$ cat src/rtl/uart_pkg.sv
// Shared UART definitions: parity modes, receiver state encoding, default timing
// and the bit-sampling helper used by the receiver.
package uart_pkg;

  localparam int PAR_NONE = 0;
  localparam int PAR_ODD  = 1;
  localparam int PAR_EVEN = 2;

  localparam int DEF_CLK_DIV    = 54;
  localparam int DEF_OVERSAMPLE = 16;

  typedef enum logic [2:0] {
    RX_IDLE   = 3'd0,
    RX_START  = 3'd1,
    RX_DATA   = 3'd2,
    RX_PARITY = 3'd3,
    RX_STOP   = 3'd4
  } rx_state_e;

  function automatic logic maj3(input logic a, input logic b, input logic c);
    return (a & b) | (a & c) | (b & c);
  endfunction

endpackage

$ cat src/rtl/uart_baud_tick.sv
// Oversample tick generator: one-cycle pulse every CLK_DIV clocks, shared by
// the UART receiver and transmitter.
module uart_baud_tick
  import uart_pkg::*;
#(
  parameter int CLK_DIV = DEF_CLK_DIV
) (
  input  logic i_clk,
  input  logic i_rst,
  output logic o_tick
);

  localparam int CW = (CLK_DIV > 1) ? $clog2(CLK_DIV) : 1;
  localparam logic [CW-1:0] RELOAD = CW'(CLK_DIV - 1);

  logic [CW-1:0] cnt_q, cnt_d;
  logic          tick_q, tick_d;

  // Down-counter with reload; the tick flop mirrors a zero count so the output is registered.
  always_comb begin
    cnt_d  = (cnt_q == '0) ? RELOAD : cnt_q - CW'(1);
    tick_d = (cnt_d == '0);
  end

  // Counter and tick registers.
  always_ff @(posedge i_clk) begin
    if (i_rst) begin
      cnt_q  <= RELOAD;
      tick_q <= (RELOAD == '0);
    end else begin
      cnt_q  <= cnt_d;
      tick_q <= tick_d;
    end
  end

  assign o_tick = tick_q;

endmodule

$ cat src/rtl/uart_rx_cfg.sv
// Configurable UART receiver: 2-FF synchroniser, 3-sample majority vote per bit,
// start-glitch rejection, optional parity and one or two stop bits.
module uart_rx_cfg
  import uart_pkg::*;
#(
  parameter int CLK_DIV    = DEF_CLK_DIV,
  parameter int OVERSAMPLE = DEF_OVERSAMPLE,
  parameter int DATA_BITS  = 8,
  parameter int PARITY     = PAR_NONE,
  parameter int STOP_BITS  = 1
) (
  input  logic                 i_clk,
  input  logic                 i_rst,
  input  logic                 i_rx_serial_data,
  output logic [DATA_BITS-1:0] o_rx_data,
  output logic                 o_rx_valid,
  output logic                 o_parity_err,
  output logic                 o_frame_err,
  output logic                 o_busy
);

  localparam int M    = OVERSAMPLE / 2;
  localparam int PH_W = $clog2(OVERSAMPLE);
  localparam int BI_W = $clog2(DATA_BITS);

  localparam logic [PH_W-1:0] PH_S0   = PH_W'(M - 1);
  localparam logic [PH_W-1:0] PH_S1   = PH_W'(M);
  localparam logic [PH_W-1:0] PH_DEC  = PH_W'(M + 1);
  localparam logic [PH_W-1:0] PH_LAST = PH_W'(OVERSAMPLE - 1);
  localparam logic [BI_W-1:0] BI_LAST = BI_W'(DATA_BITS - 1);
  localparam logic            ST_LAST = 1'(STOP_BITS - 1);

  logic                 tick_s, rx_s, maj_s, dec_s, wrap_s, ones_odd_s;
  logic                 sync1_q, sync2_q;
  rx_state_e            state_q, state_d;
  logic [PH_W-1:0]      ph_q, ph_d;
  logic [BI_W-1:0]      bit_q, bit_d;
  logic                 stop_q, stop_d;
  logic [DATA_BITS-1:0] shift_q, shift_d;
  logic [1:0]           samp_q, samp_d;
  logic                 perr_acc_q, perr_acc_d, ferr_acc_q, ferr_acc_d;
  logic [DATA_BITS-1:0] data_q, data_d;
  logic                 valid_q, valid_d, perr_q, perr_d, ferr_q, ferr_d, busy_q, busy_d;

  uart_baud_tick #(.CLK_DIV(CLK_DIV)) u_tick (
    .i_clk  (i_clk),
    .i_rst  (i_rst),
    .o_tick (tick_s)
  );

  assign rx_s       = sync2_q;
  assign dec_s      = (ph_q == PH_DEC);
  assign wrap_s     = (ph_q == PH_LAST);
  // The third sample is the live line value on the decision tick.
  assign maj_s      = maj3(samp_q[0], samp_q[1], rx_s);
  assign ones_odd_s = ^{shift_q, maj_s};

  // Receive FSM: all state changes happen on oversample ticks only.
  always_comb begin
    state_d    = state_q;
    ph_d       = ph_q;
    bit_d      = bit_q;
    stop_d     = stop_q;
    shift_d    = shift_q;
    samp_d     = samp_q;
    perr_acc_d = perr_acc_q;
    ferr_acc_d = ferr_acc_q;
    data_d     = data_q;
    perr_d     = perr_q;
    ferr_d     = ferr_q;
    valid_d    = 1'b0;
    if (tick_s) begin
      if (ph_q == PH_S0) samp_d[0] = rx_s;
      else if (ph_q == PH_S1) samp_d[1] = rx_s;
      else samp_d = samp_q;
      ph_d = wrap_s ? '0 : ph_q + PH_W'(1);
      case (state_q)
        RX_IDLE: begin
          // The detecting tick counts as phase 0 of the start bit.
          if (!rx_s) begin
            state_d    = RX_START;
            ph_d       = PH_W'(1);
            perr_acc_d = 1'b0;
            ferr_acc_d = 1'b0;
          end else begin
            ph_d = ph_q;
          end
        end
        RX_START: begin
          if (dec_s && maj_s) begin
            state_d = RX_IDLE;
            ph_d    = '0;
          end else if (wrap_s) begin
            state_d = RX_DATA;
            bit_d   = '0;
          end else begin
            state_d = RX_START;
          end
        end
        RX_DATA: begin
          if (dec_s) shift_d = {maj_s, shift_q[DATA_BITS-1:1]};
          else shift_d = shift_q;
          if (wrap_s && bit_q == BI_LAST) begin
            state_d = (PARITY != PAR_NONE) ? RX_PARITY : RX_STOP;
            stop_d  = 1'b0;
          end else if (wrap_s) begin
            bit_d = bit_q + BI_W'(1);
          end else begin
            bit_d = bit_q;
          end
        end
        RX_PARITY: begin
          if (dec_s) begin
            perr_acc_d = (PARITY == PAR_ODD) ? ~ones_odd_s : ones_odd_s;
          end else if (wrap_s) begin
            state_d = RX_STOP;
            stop_d  = 1'b0;
          end else begin
            perr_acc_d = perr_acc_q;
          end
        end
        RX_STOP: begin
          // Publish at the last stop-bit decision so the next start edge is not missed.
          if (dec_s && stop_q == ST_LAST) begin
            state_d = RX_IDLE;
            ph_d    = '0;
            valid_d = 1'b1;
            data_d  = shift_q;
            perr_d  = perr_acc_q;
            ferr_d  = ferr_acc_q | ~maj_s;
          end else if (dec_s) begin
            ferr_acc_d = ferr_acc_q | ~maj_s;
          end else if (wrap_s) begin
            stop_d = stop_q + 1'b1;
          end else begin
            stop_d = stop_q;
          end
        end
        default: begin
          state_d = RX_IDLE;
          ph_d    = '0;
        end
      endcase
    end else begin
      valid_d = 1'b0;
    end
    busy_d = (state_d != RX_IDLE);
  end

  // Synchroniser, FSM state and output registers.
  always_ff @(posedge i_clk) begin
    if (i_rst) begin
      sync1_q    <= 1'b1;
      sync2_q    <= 1'b1;
      state_q    <= RX_IDLE;
      ph_q       <= '0;
      bit_q      <= '0;
      stop_q     <= 1'b0;
      shift_q    <= '0;
      samp_q     <= 2'b11;
      perr_acc_q <= 1'b0;
      ferr_acc_q <= 1'b0;
      data_q     <= '0;
      valid_q    <= 1'b0;
      perr_q     <= 1'b0;
      ferr_q     <= 1'b0;
      busy_q     <= 1'b0;
    end else begin
      sync1_q    <= i_rx_serial_data;
      sync2_q    <= sync1_q;
      state_q    <= state_d;
      ph_q       <= ph_d;
      bit_q      <= bit_d;
      stop_q     <= stop_d;
      shift_q    <= shift_d;
      samp_q     <= samp_d;
      perr_acc_q <= perr_acc_d;
      ferr_acc_q <= ferr_acc_d;
      data_q     <= data_d;
      valid_q    <= valid_d;
      perr_q     <= perr_d;
      ferr_q     <= ferr_d;
      busy_q     <= busy_d;
    end
  end

  assign o_rx_data    = data_q;
  assign o_rx_valid   = valid_q;
  assign o_parity_err = perr_q;
  assign o_frame_err  = ferr_q;
  assign o_busy       = busy_q;

endmodule

$ cat config.mk
export PLATFORM = sky130hd
export DESIGN_NAME = uart_rx_cfg
export DESIGN_NICKNAME = d
export VERILOG_FILES = /design/src/rtl/uart_pkg.sv /design/src/rtl/uart_baud_tick.sv /design/src/rtl/uart_rx_cfg.sv
export SDC_FILE = /design/constraint.sdc
export NUM_CORES = 1
export LEC_CHECK = 0
export ABC_AREA = 0
export BUFFER_PORTS_ARGS = -buffer_cell sky130_fd_sc_hd__buf_2
export CAP_MARGIN = 15
export CORE_MARGIN = 8
export CORE_UTILIZATION = 58
export DETAILED_ROUTE_END_ITERATION = 8
export PLACE_DENSITY = 0.77
export SYNTH_ARGS = -nofsm -noshare
export SYNTH_HDL_FRONTEND = slang
export SYNTH_SLANG_ARGS = --single-unit
$ cat constraint.sdc
create_clock -name i_clk -period 2.4 [get_ports i_clk]
set_clock_uncertainty 0.15 [all_clocks]
set_input_delay 0 -clock i_clk [delete_from_list [all_inputs] [get_ports i_clk]]
set_output_delay 0 -clock i_clk [all_outputs]
set_load 0.005 [all_outputs]
==> flow_summary_export.csv <==
group,metric,value,unit
clock_tree,cts_root_buf,"clkbuf_4",
routing,drt_iter0_drc,200,
finish,areaGrowthSynthToFinish,7.088,%
routing,routed_wl,4008,um
clock_tree,h-tree-depth,2,
floorplanning,coreArea,3578,sq um
floorplanning,dieWidth,76.19,um
timing,fin_crit,2166,ps
placement,place.gp.congestion,0.8506,
timing,rsz0062_at_grt,"no",
critical_path,cp.required,2490,ps
synthesis,async_flop_share,0,%
synthesis,netlist_instances,231,
worst_hold_path,min_from,"i_rx_serial_data",
timing,slew_headroom,59.31,%
clock_tree,cts_tree,"yes",
critical_path,cp_slowest_cell,"or3b_1",
synthesis,synth_common_cells,"dfxtp_1 (44), nor2_1 (25), mux2i_1 (18), nand2_1 (14), a21oi_1 (13)",
timing,finalHoldViolations,0,
synthesis,yosysTopAreaCell,"dfxtp_1",
floorplanning,pin_count,15,
critical_path,crit_family,"simple AND/OR/NAND/NOR gates",
synthesis,seq_area_frac_synth,41.93,%
global_routing,antenna_found_initial,0,
global_routing,grt_pass1_vias,1513,
critical_path,cp.depth,5,
floorplanning,die_area,5804,sq um
routing,dr.pass1.iters,4,
worst_hold_path,hp-class,"input pin to flop",
critical_path,cp_max_fo,8,
routing,routedWlPerCell,13.77,um
critical_path,endpoint_kind,"flop",
synthesis,synth_cell_types,46,
routing,ant_nets,0,
floorplanning,rows,22,
synthesis,synth_edf_count,0,
synthesis,ys_seq_elements,44,
critical_path,crit_path_start_kind,"flop",
placement,io_buffers,14,
critical_path,critical-path-max-stage-delay,600,ps
routing,routed-wl-met3,188,um
finish,diodes,0,
clock_tree,numCtsBuffers,5,
global_routing,grt_max_degree,36,
global_routing,grt.total_usage,14.17,%
routing,wl_met2,1791,um
power,cellLeakagePower,1.036,nW
timing,fmax,461.6,MHz
routing,vias,1634,
global_routing,grt_pass1_wl,6927,um
synthesis,yosys_warnings,0,
status,status,"completed",
timing,worstMarginPinSlew,610.4,ps
clock_tree,ctsResizeCount,0,
timing,whs,216.5,ps
routing,met1Wirelength,1970,um
clock_tree,clock_latency,360,ps
clock_tree,clkTransAtPathRegs,130,ps
critical_path,crit_chain,"ha_1, and3b_1, or3b_1, mux2i_1, nor2_1",
synthesis,syn_area,2101,sq um
synthesis,ys_top_cells_by_area,"dfxtp_1 (42%), mux2i_1 (8.6%), ha_1 (4.8%)",
power,vdd_drop_max,0.0004578,V
timing,fin_tns_setup,0,ps
timing,slew_viol_final,0,
finish,final_util,62.87,%
critical_path,arrival,2260,ps
clock_tree,clock_path_buffers,2,
routing,drc_errors,0,
global_routing,overflow,0,
clock_tree,cts_sinks,44,
routing,topRoutingLayerUsed,"met4",
run,cap_violations,0,
floorplanning,start_util,58.71,%
critical_path,critPathBufInv,0,
power,power_density,505.7,nW/um^2
finish,nets,254,
timing,worst_slack,233.9,ps
synthesis,syn_avg_cell_area,9.094,sq um
worst_hold_path,hold_depth,3,
timing,setup_viol,0,
critical_path,reg2regPathDepth,5,
placement,place_ws,329.9,ps
synthesis,synth.most_common_cell,"dfxtp_1",
critical_path,reg2reg_from,"ph_q[0]$_SDFFE_PP0P_",
synthesis,synth.top_cell.area_share,41.93,%
critical_path,critPathKind,"flop to flop",
routing,via_per_inst,5.615,
placement,post-dp-hpwl,2734,um
synthesis,syn-num-nets,242,
timing,final.period_utilization,90.26,%
critical_path,worstSetupStartpoint,"ph_q[0]$_SDFFE_PP0P_",
synthesis,synthFlopType,"dfxtp_1",
finish,drive_gt1_share,12.35,%
floorplanning,die_h,76.19,um
worst min-delay path, stage by stage:
cell           delay, ps
dlygate4sd3_1        530
buf_2                100
or2_2                 80
layout by cell type, fill, tap and decap left out, types with 2 or more instances in the layout:
cell           Yosys  final
nor2_1            25     25
nor3_1             9      9
buf_2              2     14
nor4_1             2      2
o31ai_1            3      3
nand4_1            5      5
nand4b_1           5      5
dfxtp_1           44     44
and3_1             3      3
inv_1             10     10
o21ai_0            6      6
ha_1               8      8
a21oi_1           13     13
nand2b_1           2      2
o211ai_1           2      2
dlygate4sd3_1      0      2
clkbuf_4           0      5
buf_4              3      3
a21o_1             3      3
nand2_1           14     14
nand3_1            4      4
or2_2              4      4
mux2i_1           18     18
a31oi_1            6      6
xnor2_1            7      7
nor2b_1            3      3
nor3b_1            2      2
cell type report:
class	count	area [sq um]
fill	321	1329
sequential	44	880.8
timing repair buffer	19	112.6
clock inverter	2	12.51
inverter	10	37.54
tap	48	60.06
multi-input combinational	163	1109
clock buffer	5	37.54
path summary, 6_finish.rpt:
kind / endpoint / slack [ps]
worst max-delay path: shift_q[1]$_SDFFE_PP0P_ / 230
worst min-delay path: sync1_q$_SDFF_PP1_ / 220
worst max register to register: shift_q[1]$_SDFFE_PP0P_ / 230
worst min register to register: rx_s$_SDFF_PP1_ / 290
per-layer routing:
| layer | GRT usage [%] | up-vias |
|---|---|---|
| li1 | - | 839 |
| met1 | 17.95 | 754 |
| met2 | 22.02 | 35 |
| met3 | 4.009 | 6 |
| met4 | 5.769 | 0 |
| met5 | 0 | - |
cells by family after synthesis:
group,after synthesis,synth area share [%]
DFF,44,41.93
AOI/OAI and AO/OA,41,12.69
xor gates and xnor gates,9,4.407
buffers and inverters,24,5.301
adders and majority gates,9,5.241
muxes,18,8.576
and+or+nand+nor,86,21.86
per-stage QoR:
step	total power [mW]	cells	cell area, sq um
global placement	0.8081	282	2180
detailed placement	0.8087	282	2180
global route	1.185	291	2250
finish	1.138	291	2250
floorplan	0.7984	231	2101
CTS	1.140	291	2250
repair_timing:
item	in CTS	in global routing
endpoints found under the hold margin	19	0
buffers inserted	0	0
hold buffers	2	0
report_power, final:
part / internal (mW) / switching, mW / total (mW) / leakage (nW)
sequential: 0.739 / 0.00955 / 0.749 / 0.356
combinational: 0.0190 / 0.0277 / 0.0467 / 0.653
clock: 0.107 / 0.235 / 0.342 / 0.0271
total: 0.865 / 0.273 / 1.14 / 1.04
registers in the layout (all words and copies together) (netlist names), 2 cells and up:
| signal | count |
|---|---|
| bit_q | 3 |
| shift_q | 8 |
| o_rx_data | 8 |
| state_q | 3 |
| u_tick.cnt_q | 6 |
| ph_q | 4 |
| samp_q | 2 |
No activity file was read; power rests on OpenSTA's default activity.
